$ cat src/rtl/evm_ballot_controller_if.sv
// rtl/evm_ballot_controller_if.sv - voter/officer inputs and vote/status outputs of the ballot controller
//
// Purpose: bundles the button, ballot-issue and tally-facing signals.
// master: drives buttons and BALLOT_EN, observes vote pulses and status.
// slave : the ballot controller itself.
interface evm_ballot_controller_if;
    logic       P1_BTN;
    logic       P2_BTN;
    logic       P3_BTN;
    logic       NOTA_BTN;
    logic       BALLOT_EN;
    logic       P1;
    logic       P2;
    logic       P3;
    logic       NOTA;
    logic       READY;
    logic       MULTI_ERR;
    logic       TIMEOUT;
    logic [7:0] BALLOTS_CAST;

    modport master (
        output P1_BTN, P2_BTN, P3_BTN, NOTA_BTN, BALLOT_EN,
        input  P1, P2, P3, NOTA, READY, MULTI_ERR, TIMEOUT, BALLOTS_CAST
    );

    modport slave (
        input  P1_BTN, P2_BTN, P3_BTN, NOTA_BTN, BALLOT_EN,
        output P1, P2, P3, NOTA, READY, MULTI_ERR, TIMEOUT, BALLOTS_CAST
    );
endinterface

$ cat src/rtl/evm_ballot_controller.sv
// rtl/evm_ballot_controller.sv - button conditioning and one-vote-per-ballot FSM for the EVM tally
//
// Purpose: synchronises and debounces the four voter buttons, accepts exactly one
// unambiguous press per officer-issued ballot and emits one-cycle vote pulses.
// Ports:
//   CLK     - system clock shared with the tally block
//   CLEAR_N - asynchronous active-low reset
//   bus     - slave side of evm_ballot_controller_if (buttons, BALLOT_EN,
//             P1/P2/P3/NOTA pulses, READY, MULTI_ERR, TIMEOUT, BALLOTS_CAST)
module evm_ballot_controller #(
    parameter int DEBOUNCE_CYCLES = 4,
    parameter int TIMEOUT_CYCLES  = 1000
) (
    input  logic                     CLK,
    input  logic                     CLEAR_N,
    evm_ballot_controller_if.slave   bus
);
    localparam logic [2:0] S_IDLE    = 3'd0;
    localparam logic [2:0] S_ARMED   = 3'd1;
    localparam logic [2:0] S_CAST    = 3'd2;
    localparam logic [2:0] S_RELEASE = 3'd3;
    localparam logic [2:0] S_REJECT  = 3'd4;

    localparam logic [15:0] DB_LAST = 16'(DEBOUNCE_CYCLES - 1);
    localparam logic [23:0] TO_LAST = 24'(TIMEOUT_CYCLES - 1);

    // Bit order everywhere: 0 = P1, 1 = P2, 2 = P3, 3 = NOTA.
    logic [3:0]  w_raw;
    logic [3:0]  r_sync1;
    logic [3:0]  r_sync2;
    logic [3:0]  r_deb;
    logic [3:0]  r_deb_q;
    logic [15:0] r_db_cnt [4];
    logic        r_ben_q;
    logic [2:0]  r_state;
    logic [2:0]  w_next;
    logic [1:0]  r_vote;
    logic [23:0] r_to_cnt;
    logic [7:0]  r_cast_cnt;

    logic [3:0]  w_press;
    logic [2:0]  w_nheld;
    logic        w_held;
    logic        w_ben_edge;
    logic        w_multi_press;
    logic        w_single_press;
    logic        w_expire;

    assign w_raw          = {bus.NOTA_BTN, bus.P3_BTN, bus.P2_BTN, bus.P1_BTN};
    assign w_press        = r_deb & ~r_deb_q;
    assign w_nheld        = 3'($countones(r_deb));
    assign w_held         = |r_deb;
    assign w_ben_edge     = bus.BALLOT_EN & ~r_ben_q;
    // A new edge while another button is already down is ambiguous, so it is
    // rejected even though only one bit has an edge this cycle.
    assign w_multi_press  = (|w_press) && (w_nheld >= 3'd2);
    assign w_single_press = (|w_press) && (w_nheld == 3'd1);
    assign w_expire       = (r_to_cnt == TO_LAST);

    always_ff @(posedge CLK or negedge CLEAR_N) begin
        if (!CLEAR_N) begin
            r_sync1 <= '0;
            r_sync2 <= '0;
            r_deb   <= '0;
            r_deb_q <= '0;
            r_ben_q <= 1'b0;
            for (int i = 0; i < 4; i++) r_db_cnt[i] <= '0;
        end else begin
            r_sync1 <= w_raw;
            r_sync2 <= r_sync1;
            r_deb_q <= r_deb;
            r_ben_q <= bus.BALLOT_EN;
            for (int i = 0; i < 4; i++) begin
                if (r_sync2[i] == r_deb[i]) begin
                    r_db_cnt[i] <= '0;
                end else if (r_db_cnt[i] == DB_LAST) begin
                    r_deb[i]    <= ~r_deb[i];
                    r_db_cnt[i] <= '0;
                end else begin
                    r_db_cnt[i] <= r_db_cnt[i] + 16'd1;
                end
            end
        end
    end

    always_comb begin
        w_next = r_state;
        case (r_state)
            S_IDLE:    if (w_ben_edge) w_next = S_ARMED;
            S_ARMED: begin
                if (w_multi_press)       w_next = S_REJECT;
                else if (w_single_press) w_next = S_CAST;
                else if (w_expire)       w_next = S_IDLE;
            end
            S_CAST:    w_next = S_RELEASE;
            S_RELEASE: if (!w_held) w_next = S_IDLE;
            // Expiry wins over the release wait.
            S_REJECT: begin
                if (w_expire)     w_next = S_IDLE;
                else if (!w_held) w_next = S_ARMED;
            end
            default:   w_next = S_IDLE;
        endcase
    end

    always_ff @(posedge CLK or negedge CLEAR_N) begin
        if (!CLEAR_N) begin
            r_state    <= S_IDLE;
            r_vote     <= 2'd0;
            r_to_cnt   <= '0;
            r_cast_cnt <= '0;
        end else begin
            r_state <= w_next;
            if (r_state == S_ARMED && !w_multi_press && w_single_press)
                r_vote <= {w_press[3] | w_press[2], w_press[3] | w_press[1]};
            // The timeout spans ARMED and REJECT together; only a fresh ballot restarts it.
            if (r_state == S_IDLE && w_ben_edge)
                r_to_cnt <= '0;
            else if (r_state == S_ARMED || r_state == S_REJECT)
                r_to_cnt <= r_to_cnt + 24'd1;
            if (r_state == S_CAST)
                r_cast_cnt <= r_cast_cnt + 8'd1;
        end
    end

    // Outputs decode registered state only, so CLEAR_N drops them immediately.
    assign bus.P1           = (r_state == S_CAST) && (r_vote == 2'd0);
    assign bus.P2           = (r_state == S_CAST) && (r_vote == 2'd1);
    assign bus.P3           = (r_state == S_CAST) && (r_vote == 2'd2);
    assign bus.NOTA         = (r_state == S_CAST) && (r_vote == 2'd3);
    assign bus.READY        = (r_state == S_ARMED);
    assign bus.MULTI_ERR    = (r_state == S_ARMED) && w_multi_press;
    assign bus.TIMEOUT      = w_expire &&
                              (((r_state == S_ARMED) && !w_multi_press && !w_single_press) ||
                               (r_state == S_REJECT));
    assign bus.BALLOTS_CAST = r_cast_cnt;
endmodule

$ cat src/flat_wrapper.sv
// flat-port wrapper written by rule: the top's interface ports become plain ports
module evm_ballot_controller_flat 
#(
    parameter int DEBOUNCE_CYCLES = 4,
    parameter int TIMEOUT_CYCLES  = 1000
)
  (CLK, CLEAR_N, bus_P1_BTN, bus_P2_BTN, bus_P3_BTN, bus_NOTA_BTN, bus_BALLOT_EN, bus_P1, bus_P2, bus_P3, bus_NOTA, bus_READY, bus_MULTI_ERR, bus_TIMEOUT, bus_BALLOTS_CAST);
  evm_ballot_controller_if bus_i ();
  input  logic CLK;
  input  logic CLEAR_N;
  input wire logic [$bits(bus_i.P1_BTN)-1:0] bus_P1_BTN;
  input wire logic [$bits(bus_i.P2_BTN)-1:0] bus_P2_BTN;
  input wire logic [$bits(bus_i.P3_BTN)-1:0] bus_P3_BTN;
  input wire logic [$bits(bus_i.NOTA_BTN)-1:0] bus_NOTA_BTN;
  input wire logic [$bits(bus_i.BALLOT_EN)-1:0] bus_BALLOT_EN;
  output wire logic [$bits(bus_i.P1)-1:0] bus_P1;
  output wire logic [$bits(bus_i.P2)-1:0] bus_P2;
  output wire logic [$bits(bus_i.P3)-1:0] bus_P3;
  output wire logic [$bits(bus_i.NOTA)-1:0] bus_NOTA;
  output wire logic [$bits(bus_i.READY)-1:0] bus_READY;
  output wire logic [$bits(bus_i.MULTI_ERR)-1:0] bus_MULTI_ERR;
  output wire logic [$bits(bus_i.TIMEOUT)-1:0] bus_TIMEOUT;
  output wire logic [$bits(bus_i.BALLOTS_CAST)-1:0] bus_BALLOTS_CAST;
  assign bus_i.P1_BTN = bus_P1_BTN;
  assign bus_i.P2_BTN = bus_P2_BTN;
  assign bus_i.P3_BTN = bus_P3_BTN;
  assign bus_i.NOTA_BTN = bus_NOTA_BTN;
  assign bus_i.BALLOT_EN = bus_BALLOT_EN;
  assign bus_P1 = bus_i.P1;
  assign bus_P2 = bus_i.P2;
  assign bus_P3 = bus_i.P3;
  assign bus_NOTA = bus_i.NOTA;
  assign bus_READY = bus_i.READY;
  assign bus_MULTI_ERR = bus_i.MULTI_ERR;
  assign bus_TIMEOUT = bus_i.TIMEOUT;
  assign bus_BALLOTS_CAST = bus_i.BALLOTS_CAST;
  evm_ballot_controller #(.DEBOUNCE_CYCLES(DEBOUNCE_CYCLES), .TIMEOUT_CYCLES(TIMEOUT_CYCLES)) u_core (.CLK(CLK), .CLEAR_N(CLEAR_N), .bus(bus_i));
endmodule
$ cat config.mk
export PLATFORM = sky130hd
export DESIGN_NAME = evm_ballot_controller_flat
export DESIGN_NICKNAME = d
export VERILOG_FILES = /design/src/rtl/evm_ballot_controller_if.sv /design/src/rtl/evm_ballot_controller.sv /design/src/flat_wrapper.sv
export SDC_FILE = /design/constraint.sdc
export NUM_CORES = 1
export LEC_CHECK = 0
export CORE_UTILIZATION = 50
export DETAILED_ROUTE_END_ITERATION = 7
export GPL_TIMING_DRIVEN = 0
export PLACE_DENSITY = 0.68
export SKIP_CTS_REPAIR_TIMING = 1
export SYNTH_ARGS = -nofsm -noshare
export SYNTH_HDL_FRONTEND = slang
export SYNTH_SLANG_ARGS = --single-unit
$ cat constraint.sdc
create_clock -name CLK -period 2.2 [get_ports CLK]
set_input_delay 0.44 -clock CLK [delete_from_list [all_inputs] [get_ports CLK]]
set_output_delay 0.44 -clock CLK [all_outputs]
set_load 0.005 [all_outputs]
; ---- Word level (Yosys, flattened, before mapping)
; Cells that the tools add are included.
; Widths: inputs -> output; s select.
[classes]
n_addsub = 9
magnitude_cmp = 1
eq_ne = 21
muxes = 18
n_bitwise = 14
reduce_logical = 26
[op_table]
columns = op, count
row1 = $mux 16, 8
row2 = $add 16x1->16 const B, 4
row3 = $eq 16x2->1 const B, 4
row4 = $mux 24, 2
row5 = $add 24x1->24 const B, 1
row6 = $eq 24x10->1 const B, 1
row7 = $mux 3, 7
row8 = $pmux 3 s5, 1
row9 = $logic_and 1x1->1, 12
row10 = $not 1->1, 9
row11 = $add 8x1->8 const B, 1
row12 = $reduce_and 2->1, 4
row13 = $reduce_or 4->1, 2
row14 = $eq 3x1->1 const B, 2
row15 = $eq 3x2->1 const B, 2
row16 = $add 1x1->2, 2
row17 = $and 4x4->4, 1
row18 = $eq 1x1->1, 4
row19 = $eq 2x2->1 const B, 2
row20 = $ne 4x1->1 const B, 1
row21 = $not 4->4, 1
row22 = $reduce_and 4->1, 1
row23 = $add 3x3->3, 1
row24 = $eq 3x3->1 const B, 1
row25 = 12 further kinds, 15
[totals]
regBits = 118
input_bits = 7
out_inout_bits = 15

; ---- Logic depth before layout (Yosys ltp)
; Gate-level depths: netlist of the first run.
[logic_depth]
ltp_word = 9
depth_mapped = 8
mapped_depth_nobuf = 8

; ---- Worst setup path before layout of the first run
; OpenSTA, ideal clock, no wires.
[synth_path]
kind = register -> output
from = register u_core.r_deb[0]
to = output port bus_TIMEOUT
t_arrival_ps = 1946
required_ps = 1760
slack_ps = -186
stages_incl_launch_ff = 9
n_path_buf = 0
path_cell_list = dfrtp_1 -> inv_1 -> ha_1 -> ha_1 -> fa_1 -> nor3_1 -> a41o_1 -> a21boi_0 -> nor3b_1
[synth_via]
elab_chain_len = 9
word_cells_on_any_way = 14
cone_classes = add/sub: 2 / order compare: 1 / eq/ne: 1 / bitwise: 1 / reduce/logical: 9
[synth_lines]
columns = element, line_no
row1 = "start, declared", evm_ballot_controller.sv:31  ; logic [3:0] r_deb;
row2 = "start signal, assigned by index", evm_ballot_controller.sv:77  ; r_deb[i] <= ~r_deb[i];
row3 = $add 1x1->2 (not written as such), evm_ballot_controller.sv:51  ; assign w_nheld = 3'($countones(r_deb));
row4 = $add 3x3->3 (not written as such), evm_ballot_controller.sv:51
row5 = $ge 3x2->1, evm_ballot_controller.sv:56  ; assign w_multi_press = (|w_press) && (w_nheld >= 3'd2);
row6 = $logic_and 1x1->1, evm_ballot_controller.sv:56
row7 = $logic_not 1->1, evm_ballot_controller.sv:134  ; (((r_state == S_ARMED) && !w_multi_press && !w_single_press) ||
row8 = $logic_and 1x1->1, evm_ballot_controller.sv:134
row9 = $logic_and 1x1->1 (*), evm_ballot_controller.sv:134
row10 = $logic_or 1x1->1 (*), evm_ballot_controller.sv:134
row11 = $logic_and 1x1->1 (*), evm_ballot_controller.sv:133  ; assign bus.TIMEOUT = w_expire &&
row12 = "end, declared", flat_wrapper.sv:22  ; output wire logic [$bits(bus_i.TIMEOUT)-1:0] bus_TIMEOUT;
; Mark *: on every way between the ends. The rest lies on a longest branch, timed or not.

; ---- Worst setup path after layout of the first run
; Ends and elaborated chain as after synthesis.

==> impl_metrics.toml, run 1 <==
[worst_setup_path]
slowest_delay_ns = 0.46
critPathBufInv = 2
r2r_start = "u_core.r_deb[0]$_DFFE_PN0P_"
cp-start-kind = "register"
reg2reg_to = "u_core.r_state[0]$_DFFE_PN0P_"
path_depth = 9
cp_top_family = "adder cells"
critical_path_class = "register to output port"
cp-startpoint = "u_core.r_deb[0]$_DFFE_PN0P_"
crit_chain = "inv_1, ha_4, ha_4, fa_2, nor3_2, a41o_1, a21boi_2, nor3b_2, buf_2"
crit_top_cell = "ha_4"
crit_end = "bus_TIMEOUT"
worstPathMaxFanout = 3
endpoint_kind = "output port"
cp_data_arrival_time_ns = 2.63
critical_path_required_ns = 1.76
reg2reg_slack_ns = 0
cp_slowest_cell = "fa_2"
worst_r2r_path_depth = 8

[global_routing]
grt_max_degree = 74
first_global_vias = 4215
grt_antenna_before_repair = 0
grtUsageTotal_pct = 20.8
gr-total-overflow = 0
grt_pass1_wl_um = 19200

[synth]
synthMuxAreaShare_pct = 2.05
syn_area_per_cell_um2 = 9.93
synth_edf_count = 0
synth_top_area_share_pct = 51.0
synth_flop_cell = "dfrtp_1"
netlist_area_um2 = 5790
synthTopCellsByArea = "dfrtp_1, xnor2_1, nor2_1"
synthArstFlopShare_pct = 100
synth_cells = 583
synth-compound-area-share_pct = 5.79
seq_area_frac_synth_pct = 51.0
synth_top_area_cell = "dfrtp_1"
synthXorXnorAreaFrac_pct = 9.98
synth_top_family_by_area = "simple AND/OR/NAND/NOR gates"
synthAdderAreaFrac_pct = 2.72
synth_nets = 602
ys_ff_latch = 118
yosysUniqueCellTypes = 45
synth_simple_gate_area_share_pct = 26.0
yosys_warnings = 0

[layout]
nets = 651
drive_gt1_share_pct = 12.1
layout.cells.non_filler = 784
area_growth_pct = 19.6
n_fill_cell = 933
insertedDiodeCount = 0

[routing]
finalWirelength_um = 11600
drc = 0
via_per_inst = 5.61
drtPass1Iterations = 4
dr.first_iter.drc_count = 218
vias = 4399
drt.antenna.violating_nets = 0
routedWlPerCell_um = 14.8

[clock_network]
clkTransAtPathRegs_ns = 0.05
cts.path.max_buffers = 2
cts_tree = "done"
cts_buffers = 17
clk_latency_ns = 0.41
cts_num_sinks = 118
htreeDepth = 4
cts_root_buf = "clkbuf_16"

[die]
die-area_um2 = 12000
io_pins = 22
start_util_pct = 52.3
row_count = 38
die_h_um = 110
core_area_um2 = 11100
die_w_um = 110

[power]
leakage_uw = 0.00289
ir_worst_vdd_v = 0.000688
power-per-cell-area_nw_per_um2 = 1080

[timing]
setup_slack_ns = -0.866
worstMarginPinSlew_ns = 0.858
relSlewSlack_pct = 42.3
fin_crit_sh_pct = 139
rsz0062_at_grt = "yes"
hold_violations = 0
setup_viol = 4
worst_clock_skew_ns = 0.00999
slew_violations = 0
fmax_ghz = 0.326
min_period_ns = 3.07
tns_ns = -2.27

[flow_run]
maxCapViolCount = 0

[placed_design]
io_buffers = 21
place.gp.congestion = 0.803
post-dp-hpwl_um = 7520
placedCellCount = 745

[outcome]
violations = "setup timing"
status = "finished with violations"

[worst_hold_path]
hold_start = "u_core.r_sync1[0]$_DFF_PN0_"
hold_class = "register to register"
flip-flops by register name, indices dropped and copies added (netlist names), 3 cells and up:
signal / flops
u_core.r_sync2: 4
u_core.r_sync1: 4
u_core.r_state: 3
u_core.r_to_cnt: 24
u_core.r_deb_q: 4
u_core.r_deb: 4
u_core.r_db_cnt: 64
u_core.bus.BALLOTS_CAST: 8
Yosys cell counts (3+ instances only):
master	number
dfrtp_1	118
nand3_1	33
nor4_1	29
xnor2_1	42
o21ai_0	8
mux2_2	5
clkbuf_1	13
xor2_1	24
ha_1	11
or3_1	11
nand2_1	40
a21oi_1	22
nor2_1	72
nor3b_1	7
or4_1	11
o31ai_1	14
and2_1	4
nand2b_1	9
nand4_1	25
inv_1	18
and3_1	16
mux2i_1	4
buf_2	3
nor3_1	16
power by group:
part / leakage, uW / internal (uW) / switching (uW)
clock: 0.000258 / 1560 / 931
combinational: 0.00105 / 1030 / 1200
sequential: 0.00158 / 2480 / 319
total: 0.00289 / 5070 / 2450
stage by stage:
stage	total power (uW)	setup WS (ns)	util [%]	instance area, um^2	hold WS, ns
finish	7520	-0.866	62.5	6930	0.345
global route	7950	-0.940	62.5	6930	0.358
CTS	7060	-1.50	60.8	6740	-0.0353
detailed placement	4540	-1.02	56.0	6210	0.336
global placement	4430	-3.79	55.8	6180	0.335
floorplan	3940	-0.186	-	5790	0.144
cell type report:
cell class	count	area (um^2)	share of cell area (%)
Tap cell	140	175	2.53
Sequential cell	118	2960	42.7
Clock buffer	21	450	6.50
Buffer	16	85.1	1.23
Timing Repair Buffer	31	307	4.42
Clock inverter	10	82.6	1.19
Inverter	18	67.6	0.975
Multi-Input combinational cell	430	2800	40.4
worst min path at each step:
stage / endpoint / slack [ns] / cells after the start
3_5_place_dp: u_core.r_sync2[3]$_DFF_PN0_ / 0.34 / 0
5_1_grt: u_core.r_sync2[1]$_DFF_PN0_ / 0.36 / 0
2_1_floorplan: u_core.bus.BALLOTS_CAST[0]$_DFFE_PN0P_ / 0.14 / 0
6_report: u_core.r_sync2[0]$_DFF_PN0_ / 0.35 / 0
3_3_place_gp: u_core.r_sync2[0]$_DFF_PN0_ / 0.34 / 0
4_1_cts: u_core.r_db_cnt[58]$_DFF_PN0_ / -0.04 / 1
cell families (layout without fill, tap and decap cells):
| logic type | Yosys count | count (layout) |
|---|---|---|
| simple gates | 287 | 287 |
| flops | 118 | 118 |
| xor+xnor | 66 | 66 |
| compound gates | 54 | 54 |
| buf+inv | 35 | 96 |
| fa+ha+maj | 12 | 12 |
| mux | 11 | 11 |
per-layer routing:
| layer | track usage, % | up-vias | routed length, um |
|---|---|---|---|
| met3 | 6.11 | 8 | 431 |
| met2 | 31.9 | 70 | 5320 |
| met4 | 7.05 | 0 | 106 |
| li1 | - | 2169 | - |
| met5 | 0 | - | 0 |
| met1 | 28.1 | 2152 | 5720 |
layout by cell type (no fill, tap or decap), types with 9 or more instances in the layout:
| cell type | instances |
|---|---|
| nand4_1 | 25 |
| clkbuf_1 | 14 |
| inv_1 | 14 |
| or4_1 | 11 |
| xor2_1 | 24 |
| nor3_1 | 14 |
| clkbuf_16 | 17 |
| nor4_1 | 29 |
| nand3_1 | 32 |
| clkdlybuf4s50_1 | 15 |
| or3_1 | 10 |
| a21oi_1 | 22 |
| xnor2_1 | 42 |
| nand2_1 | 40 |
| o31ai_1 | 14 |
| dfrtp_1 | 113 |
| nand2b_1 | 9 |
| nor2_1 | 72 |
| and3_1 | 16 |
(Power assumes the default switching activity.)
==> inputs of run 2 (changes only) <==
--- a/config.mk
+++ b/config.mk
@@ -5,6 +5,7 @@
 export SDC_FILE = /design/constraint.sdc
 export NUM_CORES = 1
 export LEC_CHECK = 0
+export CORE_MARGIN = 3
 export CORE_UTILIZATION = 50
 export DETAILED_ROUTE_END_ITERATION = 7
 export GPL_TIMING_DRIVEN = 0
==> impl_metrics.toml, run 2 (same netlist as run 1, synthesis figures left out) <==
[power]
ir_worst_vdd_v = 0.000897
leakage_uw = 0.00293
power-per-cell-area_nw_per_um2 = 1130
design_power_total_uw = 7950

[worst_setup_path]
cp-start-kind = "register"
path_depth = 9
cp_data_arrival_time_ns = 2.64
cp_slowest_cell = "fa_1"
critical_path_required_ns = 1.76
endpoint_kind = "output port"
slowest_delay_ns = 0.52
crit_chain = "inv_2, ha_4, ha_4, fa_1, nor3_2, a41o_1, a21boi_2, nor3b_2, buf_2"
cp_top_family = "adder cells"
worstPathMaxFanout = 5
critical_path_class = "register to output port"
crit_top_cell = "ha_4"
worst_r2r_path_depth = 9
critPathBufInv = 2

[clock_network]
clkTransAtPathRegs_ns = 0.05
cts_tree = "done"
cts_root_buf = "clkbuf_16"
cts_buffers = 17
cts_num_sinks = 118
htreeDepth = 4
clk_latency_ns = 0.41
cts.path.max_buffers = 2

[layout]
insertedDiodeCount = 0
area_growth_pct = 21.6
largest_reg_flops = 64
regMostFlops = "u_core.r_db_cnt"
final_cell_mix = "dfrtp_1, nor2_1, xnor2_1"
n_fill_cell = 898
drive_gt1_share_pct = 13.3
nets = 654
final_common_cell = "dfrtp_1"

[global_routing]
grt_pass1_wl_um = 19500
grt_antenna_before_repair = 0
grtUsageTotal_pct = 18.6
first_global_vias = 4238
grt_max_degree = 75
gr-total-overflow = 0

[die]
io_pins = 22
start_util_pct = 52.3
die_h_um = 114
die_w_um = 114
die-area_um2 = 12900
core_area_um2 = 11100
row_count = 38

[timing]
tns_ns = -2.32
slew_violations = 0
hold_violations = 0
worstMarginPinSlew_ns = 0.919
rsz0062_at_grt = "yes"
worst_clock_skew_ns = 0.00935
setup_viol = 5
setup_slack_ns = -0.881
fmax_ghz = 0.325
min_period_ns = 3.08
relSlewSlack_pct = 38.2
fin_crit_sh_pct = 140

[routing]
drt.antenna.violating_nets = 0
vias = 4415
dr.first_iter.drc_count = 290
drtPass1Iterations = 4
finalWirelength_um = 11300
routedWlPerCell_um = 14.3
drc = 0
via_per_inst = 5.61

[outcome]
violations = "setup timing"
status = "finished with violations"

[placed_design]
place.gp.congestion = 0.822
dp_worst_setup_slack_ns = -0.948
post-dp-hpwl_um = 7380
io_buffers = 21

[worst_hold_path]
holdPathStages = 0
hold_class = "register to register"

[flow_run]
maxCapViolCount = 0
run 2: final cells by class:
type	count	area (um^2)	area share, %
Clock inverter	8	145	2.06
Clock buffer	23	488	6.93
Sequential cell	118	2960	42.0
Tap cell	140	175	2.49
Buffer	15	81.3	1.15
Timing Repair Buffer	35	322	4.56
Inverter	18	67.6	0.959
Multi-Input combinational cell	430	2810	39.8
run 2: worst paths after layout:
check	from	to	slack, ns
min reg2reg	u_core.r_sync1[1]$_DFF_PN0_	u_core.r_sync2[1]$_DFF_PN0_	0.35
max in group asynchronous	CLEAR_N	u_core.r_deb[3]$_DFFE_PN0P_	0.96
min	u_core.r_sync1[1]$_DFF_PN0_	u_core.r_sync2[1]$_DFF_PN0_	0.35
max	u_core.r_deb[1]$_DFFE_PN0P_	bus_TIMEOUT	-0.88
max reg2reg	u_core.r_deb[1]$_DFFE_PN0P_	u_core.r_state[0]$_DFFE_PN0P_	-0.13
min in group asynchronous	CLEAR_N	u_core.r_db_cnt[58]$_DFF_PN0_	0.53
run 2: metrics by stage:
stage | hold slack (ns) | cell area (um^2) | cells | utilization (%)
2_1_floorplan | 0.144 | 5790 | 583 | -
3_3_place_gp | 0.335 | 6180 | 744 | 55.8
3_5_place_dp | 0.345 | 6210 | 745 | 56.0
4_1_cts | -0.0384 | 6840 | 776 | 61.7
5_1_grt | 0.365 | 7040 | 787 | 63.6
6_report | 0.351 | 7040 | 787 | 63.6
run 2: worst reg2reg max path: stages, from the launching register on:
cell	delay, ns
dfrtp_2	0.43
inv_2	0.09
ha_4	0.21
ha_4	0.15
fa_1	0.52
nor3_2	0.21
a41o_1	0.18
buf_4	0.13
a21oi_2	0.05
o32ai_2	0.26
run 2: layer usage:
| layer | global-route usage, % | routed length [um] |
|---|---|---|
| met3 | 6.15 | 485 |
| met2 | 27.5 | 5290 |
| met5 | 0 | 0 |
| met1 | 25.5 | 5370 |
| met4 | 7.13 | 150 |
run 2: power by group:
part / internal, uW / switching, uW / leakage, uW
sequential: 2480 / 316 / 0.00158
combinational: 1040 / 1180 / 0.00104
clock: 2000 / 926 / 0.000305
total: 5520 / 2420 / 0.00293
==> inputs of run 3 (changes only) <==
--- a/config.mk
+++ b/config.mk
@@ -5,7 +5,7 @@
 export SDC_FILE = /design/constraint.sdc
 export NUM_CORES = 1
 export LEC_CHECK = 0
-export CORE_MARGIN = 3
+export CORE_MARGIN = 10
 export CORE_UTILIZATION = 50
 export DETAILED_ROUTE_END_ITERATION = 7
 export GPL_TIMING_DRIVEN = 0
==> constraint.sdc (replaced) <==
create_clock -name CLK -period 2.2 [get_ports CLK]
set_input_delay 0.44 -clock CLK [delete_from_list [all_inputs] [get_ports CLK]]
set_output_delay 0.44 -clock CLK [all_outputs]
set_load 0.1 [all_outputs]
==> impl_metrics.toml, run 3 (same netlist as run 1, synthesis figures left out) <==
[outcome]
status = "finished with violations"
violations = "hold timing, setup timing"

[clock_network]
htreeDepth = 4
cts_num_sinks = 118
cts_root_buf = "clkbuf_16"
cts_tree = "done"
clkTransAtPathRegs_ns = 0.05
cts_buffers = 17
clk_latency_ns = 0.41
cts.path.max_buffers = 2

[timing]
setup_viol = 5
fmax_ghz = 0.324
hold_violations = 6
tns_ns = -1.80
setup_slack_ns = -0.889
fin_crit_sh_pct = 140
min_period_ns = 3.09
slew_violations = 0
worst_clock_skew_ns = 0.00887
rsz0062_at_grt = "yes"
worstMarginPinSlew_ns = 1.01
relSlewSlack_pct = 32.7
holdWs_ns = -0.00907

[worst_setup_path]
r2r_start = "u_core.r_deb[0]$_DFFE_PN0P_"
reg2reg_to = "u_core.r_vote[1]$_DFFE_PN0P_"
critical_path_class = "register to output port"
cp_data_arrival_time_ns = 2.65
cp_slowest_cell = "fa_2"
critPathBufInv = 2
cp-startpoint = "u_core.r_deb[0]$_DFFE_PN0P_"
worst_r2r_path_depth = 7
endpoint_kind = "output port"
worstPathMaxFanout = 6
crit_end = "bus_TIMEOUT"
reg2reg_slack_ns = 0.07
critical_path_required_ns = 1.76
cp_top_family = "adder cells"
path_depth = 9
crit_chain = "inv_2, ha_4, ha_4, fa_2, nor3_2, a41o_1, a21boi_2, nor3b_4, buf_12"
cp-start-kind = "register"
slowest_delay_ns = 0.47
crit_top_cell = "ha_4"

[routing]
drc = 0
drt.antenna.violating_nets = 0
dr.first_iter.drc_count = 286
drtPass1Iterations = 6
routedWlPerCell_um = 14.5
vias = 4411
finalWirelength_um = 11400
via_per_inst = 5.58

[global_routing]
grtUsageTotal_pct = 14.7
gr-total-overflow = 0
grt_antenna_before_repair = 0
grt_pass1_wl_um = 19800
first_global_vias = 4258
grt_max_degree = 61

[die]
die-area_um2 = 16300
die_w_um = 128
row_count = 39
die_h_um = 128
start_util_pct = 50.9
io_pins = 22
core_area_um2 = 11400

[layout]
final_cell_mix = "dfrtp_1, nor2_1, xnor2_1"
area_growth_pct = 23.5
fin_util_pct = 62.9
insertedDiodeCount = 0
n_fill_cell = 889
layout.cells.non_filler = 791
multi_input_area_um2 = 2810
regArea_um2 = 2960
final_common_cell = "dfrtp_1"
fin_area_um2 = 7150
nets = 654
regMostFlops = "u_core.r_db_cnt"
largest_reg_flops = 64
drive_gt1_share_pct = 14.2

[power]
ir_worst_vdd_v = 0.00104
leakage_uw = 0.00305
power-per-cell-area_nw_per_um2 = 1180

[flow_run]
maxCapViolCount = 0

[placed_design]
place.gp.congestion = 0.798
placedCellCount = 748
dp_worst_setup_slack_ns = -1.56
io_buffers = 21
post-dp-hpwl_um = 7770
placed_cell_area_um2 = 6270

[worst_hold_path]
hold_class = "primary input to asynchronous set/reset pin"
-- run 3: cell count changes in the layout (fill, tap and decap cells not counted), moves of 2 or more --
| cell | previous run | this run |
|---|---|---|
| nor3b_2 | 2 | 0 |
| dlymetal6s2s_1 | 1 | 8 |
| clkbuf_1 | 12 | 10 |
| buf_4 | 12 | 10 |
| clkbuf_2 | 3 | 0 |
| clkinv_4 | 0 | 2 |
| clkdlybuf4s50_1 | 15 | 5 |
| clkinvlp_4 | 2 | 5 |
| buf_12 | 0 | 6 |
| buf_6 | 4 | 8 |
| nor3b_4 | 1 | 3 |
-- run 3: worst min path at each step --
| stage | startpoint | to | slack (ns) | cells after the start |
|---|---|---|---|---|
| 6_report | CLEAR_N | u_core.r_db_cnt[61]$_DFF_PN0_ | -0.009 | 1 |
| 5_1_grt | CLEAR_N | u_core.r_db_cnt[51]$_DFF_PN0_ | 0.02 | 1 |
| 4_1_cts | CLEAR_N | u_core.r_db_cnt[51]$_DFF_PN0_ | -0.0004 | 1 |
| 3_5_place_dp | u_core.r_sync1[3]$_DFF_PN0_ | u_core.r_sync2[3]$_DFF_PN0_ | 0.34 | 0 |
| 3_3_place_gp | u_core.r_sync1[3]$_DFF_PN0_ | u_core.r_sync2[3]$_DFF_PN0_ | 0.33 | 0 |
| 2_1_floorplan | CLEAR_N | u_core.bus.BALLOTS_CAST[0]$_DFFE_PN0P_ | 0.14 | 0 |
-- run 3: metrics by stage --
step           total power, uW  hold slack (ns)
3_5_place_dp              5140            0.338
4_1_cts                   8090        -0.000377
6_report                  8450         -0.00907
5_1_grt                   8920           0.0151
3_3_place_gp              5070            0.334
2_1_floorplan             4550            0.144
-- run 3: worst register-to-register path, delay by kind of cell, from the launching register on --
kind / cells / cell delay, ns
mux: 1 / 0.35
fa+ha+maj: 3 / 0.92
simple gates: 2 / 0.21
buf+inv: 1 / 0.09
flops: 1 / 0.45
-- run 3: cell type report --
cell class	count	area share (%)
Multi-Input combinational cell	430	39.2
Clock inverter	11	2.06
Tap cell	143	2.50
Inverter	18	0.997
Timing Repair Buffer	34	5.89
Buffer	16	1.24
Sequential cell	118	41.4
Clock buffer	21	6.72
-- run 3: power by group --
part | leakage (uW) | internal [uW] | switching, uW | total, uW
logic | 0.00117 | 1110 | 1700 | 2800
registers | 0.00158 | 2480 | 312 | 2790
clock network | 0.000297 | 1900 | 963 | 2860
total | 0.00305 | 5480 | 2970 | 8450
-- run 3: per-layer routing --
layer | up-vias | track usage, % | share of wire [%]
met5 | - | 0 | 0
met4 | 0 | 6.42 | 1.4
met3 | 9 | 3.85 | 3.0
met2 | 44 | 24.1 | 50
met1 | 2173 | 17.8 | 46
li1 | 2185 | - | -
